<file path="config.mk">
export PLATFORM = sky130hd
export DESIGN_NAME = io_event_queue
export DESIGN_NICKNAME = d
export VERILOG_FILES = /design/src/rtl/io_event_pkg.sv /design/src/rtl/event_fifo.sv /design/src/rtl/io_event_queue.sv
export SDC_FILE = /design/constraint.sdc
export NUM_CORES = 1
export LEC_CHECK = 0
export ABC_AREA = 0
export BUFFER_PORTS_ARGS = -buffer_cell sky130_fd_sc_hd__buf_2
export CAP_MARGIN = 20
export CORE_ASPECT_RATIO = 1.75
export CORE_MARGIN = 4
export CORE_UTILIZATION = 30
export CTS_CLUSTER_SIZE = 40
export DETAILED_ROUTE_END_ITERATION = 7
export HOLD_SLACK_MARGIN = 0.12
export SLEW_MARGIN = 20
export SYNTH_ARGS = -nofsm -noshare
export SYNTH_HDL_FRONTEND = slang
export SYNTH_SLANG_ARGS = --single-unit
</file>
<file path="constraint.sdc">
create_clock -name clk -period 6.94 [get_ports clk]
set_input_delay 1.041 -clock clk [delete_from_list [all_inputs] [get_ports clk]]
set_output_delay 1.041 -clock clk [all_outputs]
set_load 0.005 [all_outputs]
</file>
<file path="src/rtl/io_event_pkg.sv">
// Shared event codes and helpers for the IO event queue.
// Optional timestamps are enabled with IO_EVENT_TIMESTAMP_EN.
package io_event_pkg;

  localparam int EVT_W = 3;
  localparam int NSRC  = 8;

  localparam logic [EVT_W-1:0] EVT_CENTER   = 3'd0;
  localparam logic [EVT_W-1:0] EVT_EAST     = 3'd1;
  localparam logic [EVT_W-1:0] EVT_NORTH    = 3'd2;
  localparam logic [EVT_W-1:0] EVT_SOUTH    = 3'd3;
  localparam logic [EVT_W-1:0] EVT_WEST     = 3'd4;
  localparam logic [EVT_W-1:0] EVT_PUSH     = 3'd5;
  localparam logic [EVT_W-1:0] EVT_ROT_RIGHT = 3'd6;
  localparam logic [EVT_W-1:0] EVT_ROT_LEFT = 3'd7;

  // Lowest set bit wins; returns 0 for an empty vector.
  function automatic logic [EVT_W-1:0] prio_enc(
    input logic [NSRC-1:0] v
  );
    logic [EVT_W-1:0] r;
    r = '0;
    for (int i = NSRC - 1; i >= 0; i--) begin
      if (v[i]) r = EVT_W'(i);
    end
    return r;
  endfunction

endpackage

</file>
<file path="src/rtl/event_fifo.sv">
// Synchronous FIFO; a write into a full FIFO is accepted
// when a read retires an entry in the same cycle.
module event_fifo #(
  parameter int WIDTH = 3,
  parameter int DEPTH = 8,
  localparam int AW = $clog2(DEPTH)
) (
  input  logic             clk,
  input  logic             rst_n,
  input  logic             wr_en,
  input  logic [WIDTH-1:0] wr_data,
  input  logic             rd_en,
  output logic [WIDTH-1:0] rd_data,
  output logic             full,
  output logic             empty,
  output logic [AW:0]      count
);

  logic [WIDTH-1:0] mem_q [DEPTH];
  logic [AW-1:0]    wr_ptr_q, rd_ptr_q;
  logic [AW:0]      count_q, count_d;
  logic             rd_fire, wr_fire;

  assign empty   = (count_q == '0);
  assign full    = (count_q == (AW+1)'(DEPTH));
  assign rd_fire = rd_en & ~empty;
  assign wr_fire = wr_en & (~full | rd_fire);
  assign rd_data = mem_q[rd_ptr_q];
  assign count   = count_q;

  always_comb begin
    count_d = count_q;
    unique case ({wr_fire, rd_fire})
      2'b10:   count_d = count_q + 1'b1;
      2'b01:   count_d = count_q - 1'b1;
      default: count_d = count_q;
    endcase
  end

  always_ff @(posedge clk or negedge rst_n) begin
    if (!rst_n) begin
      mem_q    <= '{default: '0};
      wr_ptr_q <= '0;
      rd_ptr_q <= '0;
      count_q  <= '0;
    end else begin
      if (wr_fire) begin
        mem_q[wr_ptr_q] <= wr_data;
        wr_ptr_q        <= wr_ptr_q + 1'b1;
      end
      if (rd_fire) rd_ptr_q <= rd_ptr_q + 1'b1;
      count_q <= count_d;
    end
  end

endmodule

</file>
<file path="src/rtl/io_event_queue.sv">
// Pending register, fixed-priority arbiter and FIFO for parser events.
// Define IO_EVENT_TIMESTAMP_EN to store a write-cycle timestamp per entry.
module io_event_queue
  import io_event_pkg::*;
#(
  parameter int DEPTH    = 8,
  parameter int TS_WIDTH = 16,
  localparam int CW = $clog2(DEPTH) + 1
) (
  input  logic                clk,
  input  logic                rst_b,
  input  logic [4:0]          compass_buttons,
  input  logic                rotary_push,
  input  logic                rotary_event,
  input  logic                rotary_left,
  output logic                rd_valid,
  output logic [EVT_W-1:0]    rd_data,
  input  logic                rd_ready,
`ifdef IO_EVENT_TIMESTAMP_EN
  output logic [TS_WIDTH-1:0] rd_timestamp,
`endif
  output logic [CW-1:0]       count,
  output logic                overflow,
  input  logic                overflow_clr
);

  if (DEPTH < 2 || (DEPTH & (DEPTH - 1)) != 0 || TS_WIDTH < 1)
  begin : g_bad_cfg
    $error("io_event_queue: invalid DEPTH/TS_WIDTH");
  end

`ifdef IO_EVENT_TIMESTAMP_EN
  localparam int FW = EVT_W + TS_WIDTH;
  logic [TS_WIDTH-1:0] ts_q;
`else
  localparam int FW = EVT_W;
`endif

  logic [NSRC-1:0]  src, pending_q, pending_d, clr_mask;
  logic [EVT_W-1:0] sel;
  logic             overflow_q, overflow_d;
  logic             full, empty, pop, wr_en, drop;
  logic [FW-1:0]    wr_data, fifo_out;

  assign src = {rotary_event & rotary_left,
                rotary_event & ~rotary_left,
                rotary_push,
                compass_buttons};

  assign sel   = prio_enc(pending_q);
  assign pop   = ~empty & rd_ready;
  assign wr_en = (|pending_q) & (~full | pop);

  always_comb begin
    clr_mask = '0;
    if (wr_en) clr_mask[sel] = 1'b1;
    // A pulse landing on a bit being drained is a fresh event.
    pending_d  = (pending_q & ~clr_mask) | src;
    drop       = |(src & pending_q & ~clr_mask);
    overflow_d = drop | (overflow_q & ~overflow_clr);
  end

  always_ff @(posedge clk or negedge rst_b) begin
    if (!rst_b) begin
      pending_q  <= '0;
      overflow_q <= 1'b0;
    end else begin
      pending_q  <= pending_d;
      overflow_q <= overflow_d;
    end
  end

`ifdef IO_EVENT_TIMESTAMP_EN
  always_ff @(posedge clk or negedge rst_b) begin
    if (!rst_b) ts_q <= '0;
    else        ts_q <= ts_q + 1'b1;
  end

  assign wr_data      = {sel, ts_q};
  assign rd_data      = fifo_out[FW-1 -: EVT_W];
  assign rd_timestamp = fifo_out[TS_WIDTH-1:0];
`else
  assign wr_data = sel;
  assign rd_data = fifo_out;
`endif

  event_fifo #(
    .WIDTH (FW),
    .DEPTH (DEPTH)
  ) u_fifo (
    .clk     (clk),
    .rst_n   (rst_b),
    .wr_en   (wr_en),
    .wr_data (wr_data),
    .rd_en   (rd_ready),
    .rd_data (fifo_out),
    .full    (full),
    .empty   (empty),
    .count   (count)
  );

  assign rd_valid = ~empty;
  assign overflow = overflow_q;

endmodule
</file>
* Word level (Yosys, flattened, before mapping)
Cells that the tools add are included.
W data, S select, Z words.
** Word-level totals
- Output and inout port bits :: 9
- Logic and storage cells :: 68
- Input port bits :: 12
- Bits in registers :: 43
** Cells by class
- Bitwise logic cells :: 19
- Reduce and logical (&&, ||, !) cells :: 6
- Muxes and demuxes :: 18
- Order comparisons :: 5
- Equality and inequality tests :: 3
- Add/subtract/negate cells :: 4
** Operator list (count)
- $mux W3 :: 11
- $and A8 B8 Y8 :: 3
- $bwmux W24 :: 1
- $reduce_or A8 Y1 :: 2
- $bmux W3 S3 :: 1
- $demux W3 S3 :: 1
- $ge A4 B4 Y1 const B :: 2
- $mux W8 :: 1
- $not A3 Y4 :: 2
- $not A8 Y8 :: 1
- $or A8 B8 Y8 :: 1
- $pmux W4 S2 :: 1
- $add A3 B1 Y3 const B :: 2
- $and A1 B1 Y1 :: 6
- $add A4 B1 Y4 const B :: 1
- $eq A4 B4 Y1 const B :: 1
- $logic_not A4 Y1 :: 1
- $lt A3 B4 Y1 const B :: 1
- $lt A4 B1 Y1 const B :: 1
- $not A1 Y1 :: 4
- $sub A4 B1 Y4 const B :: 1
- $demux W1 S3 :: 1
- $ge A3 B1 Y1 const B :: 1
- $eq A2 B1 Y1 const B :: 1
- 5 further kinds :: 7

* Logic depth before layout (Yosys ltp)
- Depth in word-level cells :: 17
- Depth in mapped cells :: 11
- Mapped depth without buffers :: 10

* Modules after synthesis
From an unflattened synthesis, not the netlist that was laid out.
** Unflattened totals
- Cells, all modules :: 198
- Area, all modules :: 2417.3 µm²
** Modules (own cells, without submodules)
- event_fifo :: cells an instance 129, seq. area each 850.8 µm², area each 1851.8 µm², instances 1
- io_event_queue :: cells an instance 69, seq. area each 225.2 µm², area each 565.5 µm², instances 1

* Worst setup path before layout
OpenSTA, ideal clock, no wires.
- Path type :: input-to-reg
- Start point :: input port rd_ready
- End point :: register u_fifo.count_q[3] (netlist: u_fifo.count[3])
- Path buffers :: 0
- Stages :: 10
- Data required time :: 6.815 ns
- Arrival time :: 2.599 ns
- Library setup time :: 0.125 ns
- Setup slack :: 4.215 ns
- Cell sequence :: nand2b_1 a2bb2oi_2 inv_2 ha_1 ha_1 a21o_1 a21oi_1 xnor2_1 nor2_1 xor2_1
** Between the ends
- Word-level cells in the longest chain between the ends :: 6
- Elaborated cells between the ends (all ways) :: 8
- Those cells by class :: eq/ne: 2; mux: 1; bitwise: 4; reduce/logical: 1
** Ends and longest elaborated chain
- start: declaration :: RTL line io_event_queue.sv:18 : input logic rd_ready,
- $and A1 B1 Y1 * :: RTL line event_fifo.sv:26, io_event_queue.sv:51
- $or A1 B1 Y1 :: RTL line event_fifo.sv:27, io_event_queue.sv:52
- $and A1 B1 Y1 :: RTL line io_event_queue.sv:52 : assign wr_en = (|pending_q) & (~full | pop);
- $and A1 B1 Y1 :: RTL line event_fifo.sv:27 : assign wr_fire = wr_en & (~full | rd_fire);
- $eq A2 B1 Y1 / $eq A2 B2 Y1 (equally long branches) :: RTL line event_fifo.sv:33 : unique case ({wr_fire, rd_fire})
- $pmux W4 S2 / $reduce_bool A2 Y1 (equally long branches)
- end signal: assignment :: RTL line event_fifo.sv:52 : count_q <= count_d;
- end: declaration :: RTL line event_fifo.sv:21 : logic [AW:0] count_q, count_d;
Mark *: on every way between the ends. The rest lies on a longest branch, timed or not.
A chain may end at the register's enable or synchronous reset.

* Worst setup path in the final report
- Start point :: register u_fifo.rd_ptr_q[0]
- End point :: output port rd_data[0]
** Between the ends
- Word-level cells in the longest chain between the ends :: 4
** Ends and longest elaborated chain
- start: declaration :: RTL line event_fifo.sv:20 : logic [AW-1:0] wr_ptr_q, rd_ptr_q;
- start signal: assignment :: RTL line event_fifo.sv:51 : if (rd_fire) rd_ptr_q <= rd_ptr_q + 1'b1;
- $not A3 Y4 (implied by the code) :: RTL line event_fifo.sv:28 : assign rd_data = mem_q[rd_ptr_q];
- $bmux W3 S3 :: RTL line event_fifo.sv:28
- $mux W3 (implied by the code) (2 in a row) :: RTL line event_fifo.sv:28
- end: declaration :: RTL line io_event_queue.sv:17 : output logic [EVT_W-1:0] rd_data,
No other way between the ends. The select of a mux whose other input is x is not followed.

==> metrics.log <==
INFO  metric drv.max_cap_violation_count = 0
INFO  metric cts-htree-levels = 2
INFO  metric drive_above_1_share = ~38%
INFO  metric syn_avg_cell_area = about 13 um^2
INFO  metric setup.worst_path.end_class = output port
INFO  metric grt_pass1_wl = around 7700 um
INFO  metric layout.nets = approximately 220
INFO  metric numCtsBuffers = 5
INFO  metric first_global_vias = 1514
INFO  metric run_status = completed
INFO  metric power.density = between 300 and 400 nW/um^2
INFO  metric period_needed = approximately 3.0 ns
INFO  metric cts.repair.resized = 0
INFO  metric core_region_area = 7180 um^2
INFO  metric clock_skew = around 0.0037 ns
INFO  metric die_width = 72.9 um
INFO  metric max-vdd-ir-drop = 205 uV
INFO  metric post-dp-hpwl = 3350 um
INFO  metric grt_start_max_net_pins = 44
INFO  metric worst_pin_slew = 0.667 ns
INFO  metric crit_arrival = 1.92 ns
INFO  metric finish.utilization = 35.5%
INFO  metric worstSkewPairLatency = 0.28 ns
INFO  metric routed_via_density = 4.91
INFO  metric numPortBuffers = 20
INFO  metric global_route.usage.total = 11.2%
INFO  metric vias = between 1000 and 1500
INFO  metric initial_core_util = 30.7%
INFO  metric clk_root_buffer_cell = sky130_fd_sc_hd__clkbuf_16
INFO  metric fin_tns_setup = 0 ns
INFO  metric gp_congestion = 0.782
INFO  metric placement.setup.worst_slack = 4.01 ns
INFO  metric wl = 4420 um
INFO  metric synth-warning-count = 0
INFO  metric clkTransAtPathRegs = 0.06 ns
INFO  metric critical_path.max_fanout = 8
INFO  metric post-route-period-util = a little over two fifths
INFO  metric data_required_time_of_the_worst_path = between 5 and 6 ns
INFO  metric mostFrequentLayoutCells = sky130_fd_sc_hd__dfrtp_1 (43), sky130_fd_sc_hd__mux2_2 (28), sky130_fd_sc_hd__buf_2 (20), sky130_fd_sc_hd__nand2_1 (10), sky130_fd_sc_hd__nor2_1 (9)
INFO  metric dieArea = around 8900 um^2
INFO  metric fp-row-count = 41
INFO  metric setup_ws = 3.98 ns
INFO  metric grt_antenna_before_repair = 0
INFO  metric n_antenna_cell = 0
INFO  metric die_h = 122 um
INFO  metric synth_async_sr_flop_share = 100%
INFO  metric number_of_violations_reported_at_the_end_of_detailed_routing_iteration_0 = 28
INFO  metric cts_hold_buf = 0
INFO  metric postSynthCellCount = 176
INFO  metric wl_per_cell = 15.4 um
INFO  metric synth_seq_cells = 43
INFO  metric postSynth.topFlopCell = sky130_fd_sc_hd__dfrtp_1
INFO  metric detail-route-antenna-nets = 0
INFO  metric ys_seq_area_share = between 40% and 50%
INFO  metric setup.worst_path.class = reg -> out
INFO  metric grt_remaining_overflow = 0
INFO  metric hold_path_class = reg -> reg
INFO  metric yosys.cell_types.count = 44
INFO  metric drcViolationCount = 0
INFO  metric tritoncts = built
INFO  metric area_growth_syn_to_layout = 15.5%
INFO  metric rsz0062_at_grt = false
INFO  metric timing_max_transition_violations_final = 0
INFO  metric max_freq = approximately 340 MHz
INFO  metric layout.cells.most_common = sky130_fd_sc_hd__dfrtp_1
INFO  metric p_leak = ~1.1 nW
INFO  metric clkSinkCount = 43
INFO  metric dr.pass1.iters = 4
INFO  metric ios = 21
INFO  metric hold_viol_final = 0
INFO  metric finalSetupViolations = 0
INFO  metric timing.slew.headroom = 55.5%
INFO  metric synth_edf_count = 0
INFO  metric buffer_count_from_post_cts_setup_fixing = 0
INFO  metric syn_nets = 194
INFO  metric clk_path_buf_depth = 2
INFO  metric start_kind = register
INFO  metric synthesis.area = 2210 um^2
## sequential cells by signal (all words and copies together), names as in the netlist
register,flops
overflow,1
pending_q,8
u_fifo.count,4
u_fifo.mem_q,24
u_fifo.rd_ptr_q,3
u_fifo.wr_ptr_q,3
## Yosys cell counts (2+ instances only)
cell type,count,share of area (%)
sky130_fd_sc_hd__nand3b_1,3,1.0
sky130_fd_sc_hd__nand2b_1,5,1.4
sky130_fd_sc_hd__o22ai_1,3,0.85
sky130_fd_sc_hd__ha_1,5,2.8
sky130_fd_sc_hd__mux4_2,6,6.1
sky130_fd_sc_hd__a22oi_1,2,0.68
sky130_fd_sc_hd__nor4_1,2,0.57
sky130_fd_sc_hd__mux2_2,28,14
sky130_fd_sc_hd__a21oi_1,3,0.68
sky130_fd_sc_hd__a21o_2,2,0.79
sky130_fd_sc_hd__dfrtp_1,43,49
sky130_fd_sc_hd__clkbuf_1,2,0.34
sky130_fd_sc_hd__nand2_1,10,1.7
sky130_fd_sc_hd__nor3b_2,2,1.1
sky130_fd_sc_hd__nor2_1,9,1.5
sky130_fd_sc_hd__xor2_1,3,1.2
sky130_fd_sc_hd__inv_1,8,1.4
sky130_fd_sc_hd__a21o_1,2,0.68
sky130_fd_sc_hd__xnor2_1,5,2.0
sky130_fd_sc_hd__o21ai_0,8,1.8
sky130_fd_sc_hd__buf_1,2,0.34
## cell type report
class	instances	area, um^2
inverters	9	33.8
multi-input cells	119	1070
clock inverters	2	12.5
flip-flops and latches	43	1080
clock buffers	6	129
fillers	735	4630
repair buffers	21	120
well taps	86	108
## power by group
| part | switching [mW] | total, mW | internal (mW) |
|---|---|---|---|
| logic | 0.128 | 0.322 | 0.194 |
| registers | 0.0884 | 0.412 | 0.324 |
| clock network | 0.0949 | 0.228 | 0.133 |
## critical path, stage by stage, from the launching register on
cell                      delay (ns)
sky130_fd_sc_hd__dfrtp_1        0.64
sky130_fd_sc_hd__mux4_2         0.59
sky130_fd_sc_hd__mux2_2         0.28
sky130_fd_sc_hd__buf_2          0.13
## through the flow
step / power [mW] / std cells / hold WS (ns) / cell area, um^2
floorplan: 0.652 / 176 / 0.474 / 2210
global placement: 0.732 / 277 / 0.486 / 2390
detailed placement: 0.746 / 277 / 0.494 / 2390
CTS: 0.978 / 285 / 0.508 / 2530
global route: 1.04 / 286 / 0.519 / 2550
finish: 0.962 / 286 / 0.504 / 2550
## routing by layer
| layer | GRT usage, % | vias up | routed length, um |
|---|---|---|---|
| met4 | 3.81 | 0 | 71 |
| met3 | 2.16 | 6 | 136 |
| met1 | 13.0 | 695 | 1720 |
| li1 | - | 681 | - |
| met2 | 20.1 | 22 | 2490 |
| met5 | 0 | - | 0 |
## kinds of logic after synthesis
| kind of cell | after synthesis | share of synthesized area [%] |
|---|---|---|
| buf+inv | 14 | 2.72 |
| fa+ha+maj | 6 | 3.74 |
| xor+xnor | 8 | 3.17 |
| flops | 43 | 48.7 |
| compound gates | 28 | 8.67 |
| mux | 36 | 21.5 |
| simple gates | 41 | 11.4 |
## final timing paths
path                                    start               end  slack [ns]  cells past startpoint
hold reg to reg              u_fifo.mem_q[17]  u_fifo.mem_q[17]        0.50                      1
hold / removal               u_fifo.mem_q[17]  u_fifo.mem_q[17]        0.50                      1
setup / recovery           u_fifo.rd_ptr_q[0]        rd_data[0]        3.98                      3
setup reg to reg              u_fifo.count[0]   u_fifo.count[3]        4.36                     10
min in group asynchronous               rst_b   u_fifo.mem_q[9]        0.64                      1
max in group asynchronous               rst_b   u_fifo.count[0]        5.83                      2
No activity file was read; power rests on OpenSTA's default activity.
